## config.mk

```make
export PLATFORM = sky130hd
export DESIGN_NAME = fetch_stage
export DESIGN_NICKNAME = d
export VERILOG_FILES = /design/src/rtl/rv_pipe_pkg.sv /design/src/rtl/if_id_reg.sv /design/src/rtl/fetch_stage.sv
export SDC_FILE = /design/constraint.sdc
export NUM_CORES = 1
export LEC_CHECK = 0
export ABC_AREA = 1
export BUFFER_PORTS_ARGS = -buffer_cell sky130_fd_sc_hd__buf_2
export CORE_ASPECT_RATIO = 0.6
export CORE_MARGIN = 1
export CORE_UTILIZATION = 25
export DETAILED_ROUTE_END_ITERATION = 8
export PLACE_DENSITY = 0.53
export SYNTH_ARGS = -nofsm -noshare
export SYNTH_HDL_FRONTEND = slang
export SYNTH_SLANG_ARGS = --single-unit
```

## constraint.sdc

```tcl
create_clock -name clk -period 2.3 [get_ports clk]
set_input_delay 0.46 -clock clk [delete_from_list [all_inputs] [get_ports clk]]
set_output_delay 0.46 -clock clk [all_outputs]
set_load 0.01 [all_outputs]
```

## src/rtl/rv_pipe_pkg.sv

```systemverilog
// Types and constants shared by the fetch, decode and execute stages of the pipeline.
`timescale 1ns/1ps
package rv_pipe_pkg;

    typedef enum logic [1:0] {
        FS_FETCH = 2'd0,
        FS_DRAIN = 2'd1,
        FS_HOLD  = 2'd2
    } fetch_state_e;

    localparam logic [31:0] NOP_INSTR        = 32'h0000_0013;
    localparam logic [31:0] RESET_PC_DEFAULT = 32'h0000_0000;

    function automatic logic [31:0] align_word(input logic [31:0] addr);
        return {addr[31:2], 2'b00};
    endfunction

endpackage

```

## src/rtl/if_id_reg.sv

```systemverilog
// IF/ID pipeline register: flush beats stall, stall beats load.
`timescale 1ns/1ps
module if_id_reg #(
    parameter logic [31:0] NOP_INSTR = 32'h0000_0013
) (
    input  logic        clk,
    input  logic        rst_n,
    input  logic        flush,
    input  logic        stall,
    input  logic [31:0] instr_in,
    input  logic [31:0] pc_in,
    input  logic [31:0] pc_plus4_in,
    input  logic        valid_in,
    output logic [31:0] instr_out,
    output logic [31:0] pc_out,
    output logic [31:0] pc_plus4_out,
    output logic        valid_out
);

    logic [31:0] instr_q, instr_d;
    logic [31:0] pc_q, pc_d;
    logic [31:0] pc_plus4_q, pc_plus4_d;
    logic        valid_q, valid_d;

    always_comb begin
        instr_d    = instr_q;
        pc_d       = pc_q;
        pc_plus4_d = pc_plus4_q;
        valid_d    = valid_q;
        if (flush) begin
            instr_d    = NOP_INSTR;
            pc_d       = 32'h0;
            pc_plus4_d = 32'h0;
            valid_d    = 1'b0;
        end else if (!stall) begin
            instr_d    = instr_in;
            pc_d       = pc_in;
            pc_plus4_d = pc_plus4_in;
            valid_d    = valid_in;
        end
    end

    always_ff @(posedge clk or negedge rst_n) begin
        if (!rst_n) begin
            instr_q    <= NOP_INSTR;
            pc_q       <= 32'h0;
            pc_plus4_q <= 32'h0;
            valid_q    <= 1'b0;
        end else begin
            instr_q    <= instr_d;
            pc_q       <= pc_d;
            pc_plus4_q <= pc_plus4_d;
            valid_q    <= valid_d;
        end
    end

    assign instr_out    = instr_q;
    assign pc_out       = pc_q;
    assign pc_plus4_out = pc_plus4_q;
    assign valid_out    = valid_q;

endmodule

```

## src/rtl/fetch_stage.sv

```systemverilog
// Instruction fetch: PC, imem req/ready handshake, one-entry skid buffer and redirect drain.
//   state    | meaning
//   FS_FETCH | request outstanding at PCF
//   FS_DRAIN | finishing a request made stale by a redirect; word is dropped
//   FS_HOLD  | fetched word parked in skid buffer while decode is stalled
`timescale 1ns/1ps
module fetch_stage #(
    parameter logic [31:0] RESET_PC  = rv_pipe_pkg::RESET_PC_DEFAULT,
    parameter logic [31:0] NOP_INSTR = rv_pipe_pkg::NOP_INSTR
) (
    input  logic        clk,
    input  logic        rst_n,
    input  logic        StallD,
    input  logic        FlushD,
    input  logic        PCSrcE,
    input  logic [31:0] PCTargetE,
    output logic        imem_req,
    output logic [31:0] imem_addr,
    input  logic        imem_ready,
    input  logic [31:0] imem_rdata,
    output logic [31:0] InstrD,
    output logic [31:0] PCD,
    output logic [31:0] PCPlus4D,
    output logic        ValidD,
    output logic        FetchBusy
);
    import rv_pipe_pkg::*;

    fetch_state_e state_q, state_d;
    logic [31:0]  pcf_q, pcf_d;
    logic [31:0]  skid_instr_q, skid_instr_d;
    logic [31:0]  skid_pc_q, skid_pc_d;
    logic         skid_valid_q, skid_valid_d;
    logic [31:0]  tgt_q, tgt_d;

    logic [31:0]  if_instr, if_pc, if_pc_plus4;
    logic         if_valid;
    logic [31:0]  pcf_plus4;
    logic [31:0]  target_al;

    assign pcf_plus4 = pcf_q + 32'd4;
    assign target_al = align_word(PCTargetE);

    // Gated by rst_n so an in-flight request drops the moment reset asserts.
    assign imem_req  = rst_n && (state_q != FS_HOLD);
    assign imem_addr = pcf_q;
    assign FetchBusy = (state_q == FS_DRAIN) || ((state_q == FS_FETCH) && !imem_ready);

    always_comb begin
        state_d      = state_q;
        pcf_d        = pcf_q;
        skid_instr_d = skid_instr_q;
        skid_pc_d    = skid_pc_q;
        skid_valid_d = skid_valid_q;
        tgt_d        = tgt_q;
        if_instr     = NOP_INSTR;
        if_pc        = 32'h0;
        if_pc_plus4  = 32'h0;
        if_valid     = 1'b0;

        case (state_q)
            FS_FETCH: begin
                if (PCSrcE) begin
                    if (imem_ready) begin
                        pcf_d = target_al;
                    end else begin
                        tgt_d   = target_al;
                        state_d = FS_DRAIN;
                    end
                end else if (imem_ready) begin
                    pcf_d = pcf_plus4;
                    if (StallD) begin
                        skid_instr_d = imem_rdata;
                        skid_pc_d    = pcf_q;
                        skid_valid_d = 1'b1;
                        state_d      = FS_HOLD;
                    end else begin
                        if_instr    = imem_rdata;
                        if_pc       = pcf_q;
                        if_pc_plus4 = pcf_plus4;
                        if_valid    = 1'b1;
                    end
                end
            end
            FS_HOLD: begin
                if (PCSrcE) begin
                    pcf_d        = target_al;
                    skid_valid_d = 1'b0;
                    state_d      = FS_FETCH;
                end else if (!StallD) begin
                    if (skid_valid_q) begin
                        if_instr    = skid_instr_q;
                        if_pc       = skid_pc_q;
                        if_pc_plus4 = skid_pc_q + 32'd4;
                        if_valid    = 1'b1;
                    end
                    skid_valid_d = 1'b0;
                    state_d      = FS_FETCH;
                end
            end
            FS_DRAIN: begin
                if (PCSrcE) begin
                    tgt_d = target_al;
                end
                if (imem_ready) begin
                    pcf_d   = PCSrcE ? target_al : tgt_q;
                    state_d = FS_FETCH;
                end
            end
            default: begin
                state_d = FS_FETCH;
            end
        endcase

        if (FlushD) begin
            skid_valid_d = 1'b0;
        end
    end

    always_ff @(posedge clk or negedge rst_n) begin
        if (!rst_n) begin
            state_q      <= FS_FETCH;
            pcf_q        <= RESET_PC;
            skid_instr_q <= NOP_INSTR;
            skid_pc_q    <= 32'h0;
            skid_valid_q <= 1'b0;
            tgt_q        <= 32'h0;
        end else begin
            state_q      <= state_d;
            pcf_q        <= pcf_d;
            skid_instr_q <= skid_instr_d;
            skid_pc_q    <= skid_pc_d;
            skid_valid_q <= skid_valid_d;
            tgt_q        <= tgt_d;
        end
    end

    if_id_reg #(
        .NOP_INSTR (NOP_INSTR)
    ) u_if_id (
        .clk          (clk),
        .rst_n        (rst_n),
        .flush        (FlushD),
        .stall        (StallD),
        .instr_in     (if_instr),
        .pc_in        (if_pc),
        .pc_plus4_in  (if_pc_plus4),
        .valid_in     (if_valid),
        .instr_out    (InstrD),
        .pc_out       (PCD),
        .pc_plus4_out (PCPlus4D),
        .valid_out    (ValidD)
    );

endmodule
```

==> results of run 1 <==
## report_power, final
| group | total (mW) | leakage, nW | switching (mW) | internal [mW] |
|---|---|---|---|---|
| logic | 6.46 | 4.01 | 4.43 | 2.04 |
| registers | 6.27 | 2.94 | 1.13 | 5.14 |
| clock network | 4.01 | 0.384 | 1.76 | 2.25 |
## synth_stat cells, types with 11 or more instances
cell type,number
nand2_1,522
inv_1,158
a21oi_1,36
a22o_1,64
o21ai_1,45
nand3_1,97
nand4_1,12
clkbuf_1,27
o22ai_1,25
nor3_1,11
buf_2,42
dfrtp_1,220
o21ai_0,134
nor2_1,108
## metal layers
layer	track usage (%)	wire [um]
met1	30.6	23800
met2	23.9	17400
met3	4.31	4540
met4	3.49	821
met5	0	0
## worst paths after layout
check                                start                       end  slack (ns)  cells after the start
max                             state_q[1]                 FetchBusy        0.07                      5
min                                  rst_n     u_if_id.instr_out[11]        0.05                      2
max reg2reg                     state_q[1]              imem_addr[6]        0.11                      7
min reg2reg                skid_instr_q[1]           skid_instr_q[1]        0.47                      2
max in group asynchronous            rst_n  u_if_id.pc_plus4_out[26]        1.41                      2
min in group clk             imem_rdata[4]           skid_instr_q[4]        0.12                      3
## through the flow
step	std cells	hold slack (ns)	area, um2	util (%)	TNS [ns]
after CTS	2427	0.0956	14700	31.2	-0.0976
after detailed placement	2385	0.457	13900	29.5	0
after floorplan	1595	0.164	12000	-	0
final	2428	0.0529	14700	31.3	0
after global routing	2428	0.115	14700	31.3	-0.181
after global placement	2385	0.454	13900	29.5	0
## critical path, stage by stage (launching register included)
cell and delay (ns):
dfrtp_1 0.41, inv_1 0.17, ha_4 0.24, inv_2 0.13
nand2_1 0.10, buf_2 0.16
## registers in the layout, summed over array words and instances, names as in the netlist
| name | count |
|---|---|
| imem_addr | 32 |
| skid_instr_q | 32 |
| skid_pc_q | 32 |
| skid_valid_q | 1 |
| state_q | 2 |
| tgt_q | 32 |
| u_if_id.instr_out | 32 |
| u_if_id.pc_out | 30 |
| u_if_id.pc_plus4_out | 32 |
| u_if_id.valid_out | 1 |
## cell type report
| class | count | area share, % |
|---|---|---|
| repair buffers | 243 | 9.80 |
| clock inverters | 10 | 0.562 |
| clock buffers | 32 | 4.78 |
| inverters | 168 | 4.33 |
| well taps | 630 | 5.37 |
| flip-flops and latches | 226 | 38.6 |
| multi-input cells | 1119 | 36.6 |
## cell families after synthesis
family                   after synthesis  synth area share, %
AND/OR/NAND/NOR                      770                 26.1
XOR/XNOR                               7                0.571
flip-flops                           226                 47.0
AO/OA/AOI/OAI                        336                 17.0
buffers and inverters                250                 8.62
adder cells (fa/ha/maj)                6                0.623
## repair_timing
item / 4_1_cts / 5_1_grt
endpoints found under the setup margin: 2 / 34
hold buffers: 0 / 0
gates resized for setup: 1 / 6
buffers inserted: 0 / 1
==> results.sh, run 1 <==
export IMPL_status="finished clean"
export IMPL_vias_per_cell=4.85
export IMPL_drcViolationCount=0
export IMPL_hold_class="input port to asynchronous set/reset pin"
export IMPL_maxSlewHeadroom_pct=32.8
export IMPL_total_power_mw=16.7
export IMPL_antennaDiodeCount=0
export IMPL_setup_viol=0
export IMPL_core_mm2=0.0469
export IMPL_clkTransAtPathRegs_ns=0.07
export IMPL_cts_sinks=226
export IMPL_endpoint_kind="output port"
export IMPL_dp_slack_ns=0.124
export IMPL_hold_viol=0
export IMPL_layout_drive_gt1_share_pct=18.0
export IMPL_worst_pin_slew_ns=1.01
export IMPL_tritoncts="yes"
export IMPL_cts_inserted_buffers=25
export IMPL_initial_utilization_pct=25.7
export IMPL_ys_seq_area_share_pct=47.0
export IMPL_finalCriticalPeriod_ns=2.23
export IMPL_grtUsageTotal_pct=18.7
export IMPL_final_cell_mix="nand2_1, dfrtp_1, buf_2, inv_1, o21ai_0"
export IMPL_grt_antenna_before_repair=0
export IMPL_critPathKind="register to output port"
export IMPL_synth_area_per_cell_um2=7.55
export IMPL_place_congestion=0.926
export IMPL_cp_max_fo=9
export IMPL_vias=11787
export IMPL_die_w_um=285
export IMPL_maxCapViolations=0
export IMPL_chipHeight_um=172
export IMPL_ant_nets=0
export IMPL_fin_ws_ns=0.0711
export IMPL_yosys_top_cells_area="dfrtp_1, nand2_1, o21ai_0"
export IMPL_wl_per_cell_um=19.2
export IMPL_dr_pass1_iters=6
export IMPL_cts_buffer_depth=3
export IMPL_p_per_area_mw_per_mm2=1140
export IMPL_synth_edf_count=0
export IMPL_fin_nets=1859
export IMPL_fmax_mhz=449
export IMPL_ys_warn_count=0
export IMPL_grt_max_degree=154
export IMPL_dp_hpwl_um=34600
export IMPL_ctsRootBufferMaster="clkbuf_16"
export IMPL_grt_ovfl_total=0
export IMPL_ir_drop_mv=0.481
export IMPL_synth_nets=1671
export IMPL_rsz0062_at_grt="yes"
export IMPL_rows=61
export IMPL_area_delta_synth_final_pct=21.9
export IMPL_yosysTopAreaCellShare_pct=45.7
export IMPL_yosys_register_bits=226
export IMPL_ys_flop_type="dfrtp_1"
export IMPL_grt_pass1_vias=10775
export IMPL_cp_arrival_ns=1.77
export IMPL_required_ns=1.84
export IMPL_syn_area_mm2=0.0120
export IMPL_clock_skew_ns=0.0427
export IMPL_multi_input_area_mm2=0.00537
export IMPL_synth_distinct_cells=41
export IMPL_port_buffers=198
export IMPL_clock_latency_ns=0.56
export IMPL_power_leakage_nw=7.34
export IMPL_dieArea_mm2=0.0491
export IMPL_synthCells=1595
export IMPL_htreeDepth=1
export IMPL_setup_worst_path_start_class="register"
export IMPL_final_common_cell="nand2_1"
export IMPL_finalCritPeriodShare_pct=96.9
export IMPL_seq_area_mm2=0.00566
export IMPL_ioPinCount=201
export IMPL_drtIter0Drc=1430
export IMPL_grt_pass1_wl_um=69300
export IMPL_synth_area_leader_cell="dfrtp_1"
export IMPL_drt_wl_total_um=46600
export IMPL_nFillCells=5107
export IMPL_final_max_slew_violation_count=0
export IMPL_synthArstFlopShare_pct=100
(Power assumes the default switching activity.)
==> inputs of run 2 (changes only) <==
--- a/config.mk
+++ b/config.mk
@@ -12,6 +12,8 @@
 export CORE_UTILIZATION = 25
 export DETAILED_ROUTE_END_ITERATION = 8
 export PLACE_DENSITY = 0.53
+export RECOVER_POWER = 100
 export SYNTH_ARGS = -nofsm -noshare
 export SYNTH_HDL_FRONTEND = slang
+export SYNTH_HIERARCHICAL = 1
 export SYNTH_SLANG_ARGS = --single-unit
==> results.sh, run 2 <==
export IMPL_setup_viol=1
export IMPL_dieArea_mm2=0.0507
export IMPL_htreeDepth=1
export IMPL_crit_start="imem_addr[3]"
export IMPL_cts_hold_buf=0
export IMPL_grt_ovfl_total=0
export IMPL_synthCells=1739
export IMPL_grt_max_degree=123
export IMPL_endpoint_kind="register"
export IMPL_syn_area_mm2=0.0124
export IMPL_maxCapViolations=2
export IMPL_power_leakage_nw=7.26
export IMPL_crit_end="u_if_id/pc_plus4_out[14]"
export IMPL_timing_rr_end="u_if_id/pc_plus4_out[14]"
export IMPL_yosys_top_cells_area="dfrtp_1, nand2_1, nand3_1"
export IMPL_wl_per_cell_um=17.7
export IMPL_drt_wl_total_um=45700
export IMPL_port_buffers=198
export IMPL_stdcell_area_mm2=0.0149
export IMPL_initial_utilization_pct=25.7
export IMPL_grt_met2_usage_pct=26.6
export IMPL_critPathKind="register to register"
export IMPL_layout_drive_gt1_share_pct=9.88
export IMPL_p_per_area_mw_per_mm2=1060
export IMPL_finalCriticalPeriod_ns=2.30
export IMPL_violations="capacitance limit, slew limit, setup timing"
export IMPL_grt_pass1_vias=12009
export IMPL_clkTransAtPathRegs_ns=0.07
export IMPL_dr_pass1_iters=6
export IMPL_regToRegStartpoint="imem_addr[3]"
export IMPL_hold_viol=0
export IMPL_place_congestion=0.935
export IMPL_cp_max_fo=5
export IMPL_synth_top_cells_by_count="nand2_1, dfrtp_1, nand3_1, o21ai_0, inv_1"
export IMPL_synth_edf_count=0
export IMPL_busiest_layer="met1"
export IMPL_core_mm2=0.0485
export IMPL_setup_worst_path_start_class="register"
export IMPL_ant_nets=0
export IMPL_final_common_cell="nand2_1"
export IMPL_reg2reg_depth=10
export IMPL_clock_skew_ns=0.0110
export IMPL_area_delta_synth_final_pct=19.7
export IMPL_drcViolationCount=0
export IMPL_nFillCells=5289
export IMPL_cts_buffer_depth=3
export IMPL_fin_nets=2001
export IMPL_ioPinCount=201
export IMPL_finalSetupTns_ns=-0.00390
export IMPL_rsz0062_at_grt="no"
export IMPL_status="finished, violations left"
export IMPL_cts_setup_buffers=0
export IMPL_maxSlewHeadroom_pct=-25.1
export IMPL_finalCritPeriodShare_pct=100
export IMPL_final_max_slew_violation_count=230
export IMPL_fmax_mhz=434
export IMPL_rows=62
export IMPL_die_w_um=290
export IMPL_ir_drop_mv=0.560
export IMPL_vias=12422
export IMPL_hold_class="input port to register"
export IMPL_fin_ws_ns=-0.00390
export IMPL_cts_inserted_buffers=25
export IMPL_grtUsageTotal_pct=17.8
export IMPL_antennaDiodeCount=0
export IMPL_cts_resized=0
export IMPL_ys_warn_count=6
export IMPL_required_ns=2.78
export IMPL_ys_flop_type="dfrtp_1"
export IMPL_synth_area_per_cell_um2=7.16
export IMPL_final_cell_mix="nand2_1, dfrtp_1, o21ai_0, nand3_1, inv_1"
export IMPL_use_met1_pct=26.8
export IMPL_r2r_slack_ns=-0.004
export IMPL_yosys_register_bits=228
export IMPL_ys_seq_area_share_pct=45.9
export IMPL_grt_pass1_wl_um=71200
export IMPL_worst_pin_slew_ns=1.88
export IMPL_tritoncts="yes"
export IMPL_synth_nets=1815
export IMPL_ctsRootBufferMaster="clkbuf_16"
export IMPL_drtIter0Drc=1105
export IMPL_vias_per_cell=4.81
export IMPL_grt_antenna_before_repair=0
export IMPL_use_met3_pct=3.42
export IMPL_synthArstFlopShare_pct=100
export IMPL_cp_arrival_ns=2.78
export IMPL_synth_distinct_cells=36
export IMPL_yosysMostFrequentCell="nand2_1"
export IMPL_cts_sinks=228
export IMPL_place_area_mm2=0.0143
export IMPL_clock_latency_ns=0.54
export IMPL_yosysTopAreaCellShare_pct=44.6
export IMPL_synth_area_leader_cell="dfrtp_1"
export IMPL_chipHeight_um=175
export IMPL_dp_hpwl_um=32900
-- run 2: changes by cell type after synthesis, moves of 8 or more --
cell | previous run | this run
a22o_1 | 64 | 1
buf_2 | 42 | 34
clkbuf_1 | 27 | 41
clkinv_1 | 0 | 9
inv_1 | 158 | 138
nand2_1 | 522 | 670
nand3_1 | 97 | 167
nor2_1 | 108 | 74
o211ai_1 | 8 | 26
o21ai_0 | 134 | 149
xor2_1 | 6 | 15
-- run 2: metrics by stage --
stage	worst slack (ns)	total power, mW	utilization (%)	hold WS (ns)	std cells
after floorplan	0.608	9.62	-	0.164	1739
after global placement	0.233	11.7	29.6	0.451	2538
after detailed placement	0.179	11.9	29.6	0.454	2538
after CTS	0.0756	16.1	31.2	0.0479	2583
after global routing	0.0163	17.0	30.7	0.117	2583
final	-0.00390	15.8	30.7	0.128	2583
-- run 2: area by class of cell --
class	count	area [um2]	area share (%)
flip-flops and latches	228	5710	38.3
multi-input cells	1258	5690	38.2
repair buffers	252	1290	8.64
well taps	640	801	5.37
clock buffers	37	741	4.97
inverters	160	604	4.06
clock inverters	8	68.8	0.462
-- run 2: layer usage --
metal | up-vias | wire length (um)
li1 | 5976 | -
met1 | 5945 | 22000
met2 | 450 | 19300
met3 | 51 | 3660
met4 | 0 | 699
met5 | - | 0
-- run 2: where the power goes --
| group | switching [mW] | leakage (nW) | internal, mW |
|---|---|---|---|
| registers | 1.10 | 2.98 | 5.18 |
| logic | 3.68 | 3.87 | 1.71 |
| clock network | 1.79 | 0.406 | 2.34 |
-- run 2: how the worst min path moves through the flow --
stage	from	end	cells after the start
final	imem_rdata[4]	skid_instr_q[4]	3
after global routing	imem_rdata[1]	skid_instr_q[1]	3
after CTS	rst_n	skid_pc_q[1]	2
after detailed placement	skid_instr_q[4]	skid_instr_q[4]	2
after global placement	skid_instr_q[1]	skid_instr_q[1]	2
after floorplan	rst_n	imem_addr[0]	0
-- run 2: worst max-delay path, stage by stage, from the launching register on --
cell,delay [ns]
dfrtp_1,0.42
ha_1,0.20
nand2_1,0.09
nor2_1,0.31
inv_1,0.20
nor2_2,0.42
xor2_1,0.26
nand2_1,0.10
o21ai_1,0.09
nand2_1,0.07
nand2_1,0.07
-- run 2: cell families after synthesis --
logic type,after synthesis,synth area share [%]
DFF,228,45.9
buffers and inverters,253,8.33
adders and majority gates,6,0.603
and+or+nand+nor,947,31.3
AOI/OAI and AO/OA,290,12.8
xor gates and xnor gates,15,1.06
==> inputs of run 3 (changes only) <==
--- a/config.mk
+++ b/config.mk
@@ -8,7 +8,7 @@
 export ABC_AREA = 1
 export BUFFER_PORTS_ARGS = -buffer_cell sky130_fd_sc_hd__buf_2
 export CORE_ASPECT_RATIO = 0.6
-export CORE_MARGIN = 1
+export CORE_MARGIN = 2
 export CORE_UTILIZATION = 25
 export DETAILED_ROUTE_END_ITERATION = 8
 export PLACE_DENSITY = 0.53
==> results.sh, run 3 (synthesized netlist as in run 2, its figures left out) <==
export IMPL_status="finished clean"
export IMPL_cts_setup_buffers=0
export IMPL_clock_latency_ns=0.55
export IMPL_port_buffers=198
export IMPL_vias_per_cell=4.79
export IMPL_dp_hpwl_um=33600
export IMPL_core_mm2=0.0493
export IMPL_crit_chain="inv_1, ha_2, nand2_1, nand2_1, clkbuf_2"
export IMPL_use_met3_pct=3.48
export IMPL_hold_viol=0
export IMPL_chipHeight_um=177
export IMPL_dieArea_mm2=0.0516
export IMPL_rows=63
export IMPL_clock_skew_ns=0.0192
export IMPL_cp_max_fo=7
export IMPL_grt_pass1_wl_um=70700
export IMPL_drtIter0Drc=1026
export IMPL_maxCapViolations=0
export IMPL_switchingPower_mw=6.55
export IMPL_place_congestion=0.909
export IMPL_required_ns=1.84
export IMPL_initial_utilization_pct=25.3
export IMPL_worst_path_most_repeated_cell="nand2_1"
export IMPL_swShare_pct=41.1
export IMPL_critPathKind="register to output port"
export IMPL_finalCritPeriodShare_pct=95.3
export IMPL_dr_pass1_iters=5
export IMPL_htreeDepth=1
export IMPL_ant_nets=0
export IMPL_seqPwrFrac_pct=39.4
export IMPL_clkPwrFrac_pct=27.2
export IMPL_internal_power_mw=9.39
export IMPL_grt_antenna_before_repair=1
export IMPL_area_delta_synth_final_pct=20.6
export IMPL_cts_inserted_buffers=26
export IMPL_fin_util_pct=30.5
export IMPL_grt_max_degree=114
export IMPL_setup_worst_path_start_class="register"
export IMPL_cp_arrival_ns=1.73
export IMPL_place_area_mm2=0.0144
export IMPL_p_per_area_mw_per_mm2=1060
export IMPL_power_frac_comb_pct=33.4
export IMPL_vias=12438
export IMPL_power_leakage_nw=7.29
export IMPL_drcViolationCount=0
export IMPL_wl_per_cell_um=17.6
export IMPL_finalSetupTns_ns=0
export IMPL_ir_drop_mv=0.561
export IMPL_finalCriticalPeriod_ns=2.19
export IMPL_grtUsageTotal_pct=17.5
export IMPL_cts_sinks=228
export IMPL_cpPeakStageDelay_ns=0.42
export IMPL_layout_drive_gt1_share_pct=10.0
export IMPL_hold_class="input port to register"
export IMPL_ioPinCount=201
export IMPL_rsz0062_at_grt="no"
export IMPL_maxSlewHeadroom_pct=8.64
export IMPL_worst_pin_slew_ns=1.37
export IMPL_clkTransAtPathRegs_ns=0.07
export IMPL_fmax_mhz=456
export IMPL_use_met1_pct=26.0
export IMPL_drt_wl_total_um=45700
export IMPL_ctsRootBufferMaster="clkbuf_16"
export IMPL_final_max_slew_violation_count=0
export IMPL_fin_nets=2002
export IMPL_slowest_stage="dfrtp_1"
export IMPL_final_common_cell="nand2_1"
export IMPL_grt_pass1_vias=11977
export IMPL_stdcell_area_mm2=0.0150
export IMPL_endpoint_kind="output port"
export IMPL_nFillCells=5364
export IMPL_tritoncts="yes"
export IMPL_total_power_mw=15.9
export IMPL_die_w_um=292
export IMPL_setup_viol=0
export IMPL_busiest_layer="met2"
export IMPL_grt_ovfl_total=0
export IMPL_grt_met2_usage_pct=26.4
export IMPL_cts_buffer_depth=3
export IMPL_final_cell_mix="nand2_1, dfrtp_1, o21ai_0, nand3_1, inv_1"
[run 3: changes by cell type in the layout (fill, tap and decap cells not counted), sizes merged]
cell         change
clkbuf           +2
clkinvlp         +1
diode            +1
inv              -1
dlygate4sd3      +1
[run 3: repair_timing]
action	in CTS	in global routing
endpoints found under the hold margin	13	0
resized for setup	0	5
hold buffers	1	0
setup endpoints to repair	0	5
[run 3: layout make-up]
type                            instances  area (um2)  area share [%]
Sequential cell                       228        5710            38.0
Multi-Input combinational cell       1258        5690            37.9
Timing Repair Buffer                  252        1320            8.77
Tap cell                              650         813            5.42
Clock buffer                           40         805            5.36
Inverter                              160         604            4.02
Clock inverter                          8        67.6           0.450
Antenna cell                            1        2.50          0.0167
[run 3: worst max-delay path: cells and delay by family (launching register included)]
kind,cells,cell delay (ns)
AND/OR/NAND/NOR,2,0.20
buffers and inverters,2,0.30
adder cells (fa/ha/maj),1,0.27
flip-flops,1,0.42
[run 3: path summary, 6_finish.rpt]
| kind | from | endpoint | slack [ns] | depth (start not counted) |
|---|---|---|---|---|
| worst max register to register | state_q[0] | u_if_id/pc_plus4_out[10] | 0.15 | 9 |
| max in group asynchronous | rst_n | u_if_id/pc_out[0] | 0.48 | 3 |
| worst min register to register | skid_instr_q[1] | skid_instr_q[1] | 0.46 | 2 |
| min in group asynchronous | rst_n | skid_pc_q[1] | 0.33 | 2 |
| worst max-delay path | state_q[1] | FetchBusy | 0.11 | 5 |
| worst min-delay path | imem_rdata[0] | skid_instr_q[0] | 0.12 | 3 |
[run 3: power groups by stage]
stage / sequential (mW) / clock (mW) / combinational [mW]
2_1_floorplan: 6.16 / 0 / 3.46
3_3_place_gp: 6.28 / 0 / 5.42
3_5_place_dp: 6.32 / 0 / 5.50
4_1_cts: 6.26 / 4.48 / 5.53
5_1_grt: 6.46 / 4.65 / 6.12
6_report: 6.28 / 4.33 / 5.32
[run 3: per-layer routing]
| layer | vias up | part of all wire [%] |
|---|---|---|
| met5 | - | 0 |
| li1 | 5990 | - |
| met2 | 385 | 42 |
| met4 | 0 | 1.6 |
| met1 | 6013 | 49 |
| met3 | 50 | 7.4 |
[run 3: per-stage QoR]
stage	hold WS [ns]	worst slack [ns]	cells
floorplan	0.164	0.608	1739
global placement	0.280	0.236	2547
detailed placement	0.282	0.226	2547
CTS	0.0833	0.0301	2596
global route	0.123	0.0107	2597
finish	0.118	0.109	2597
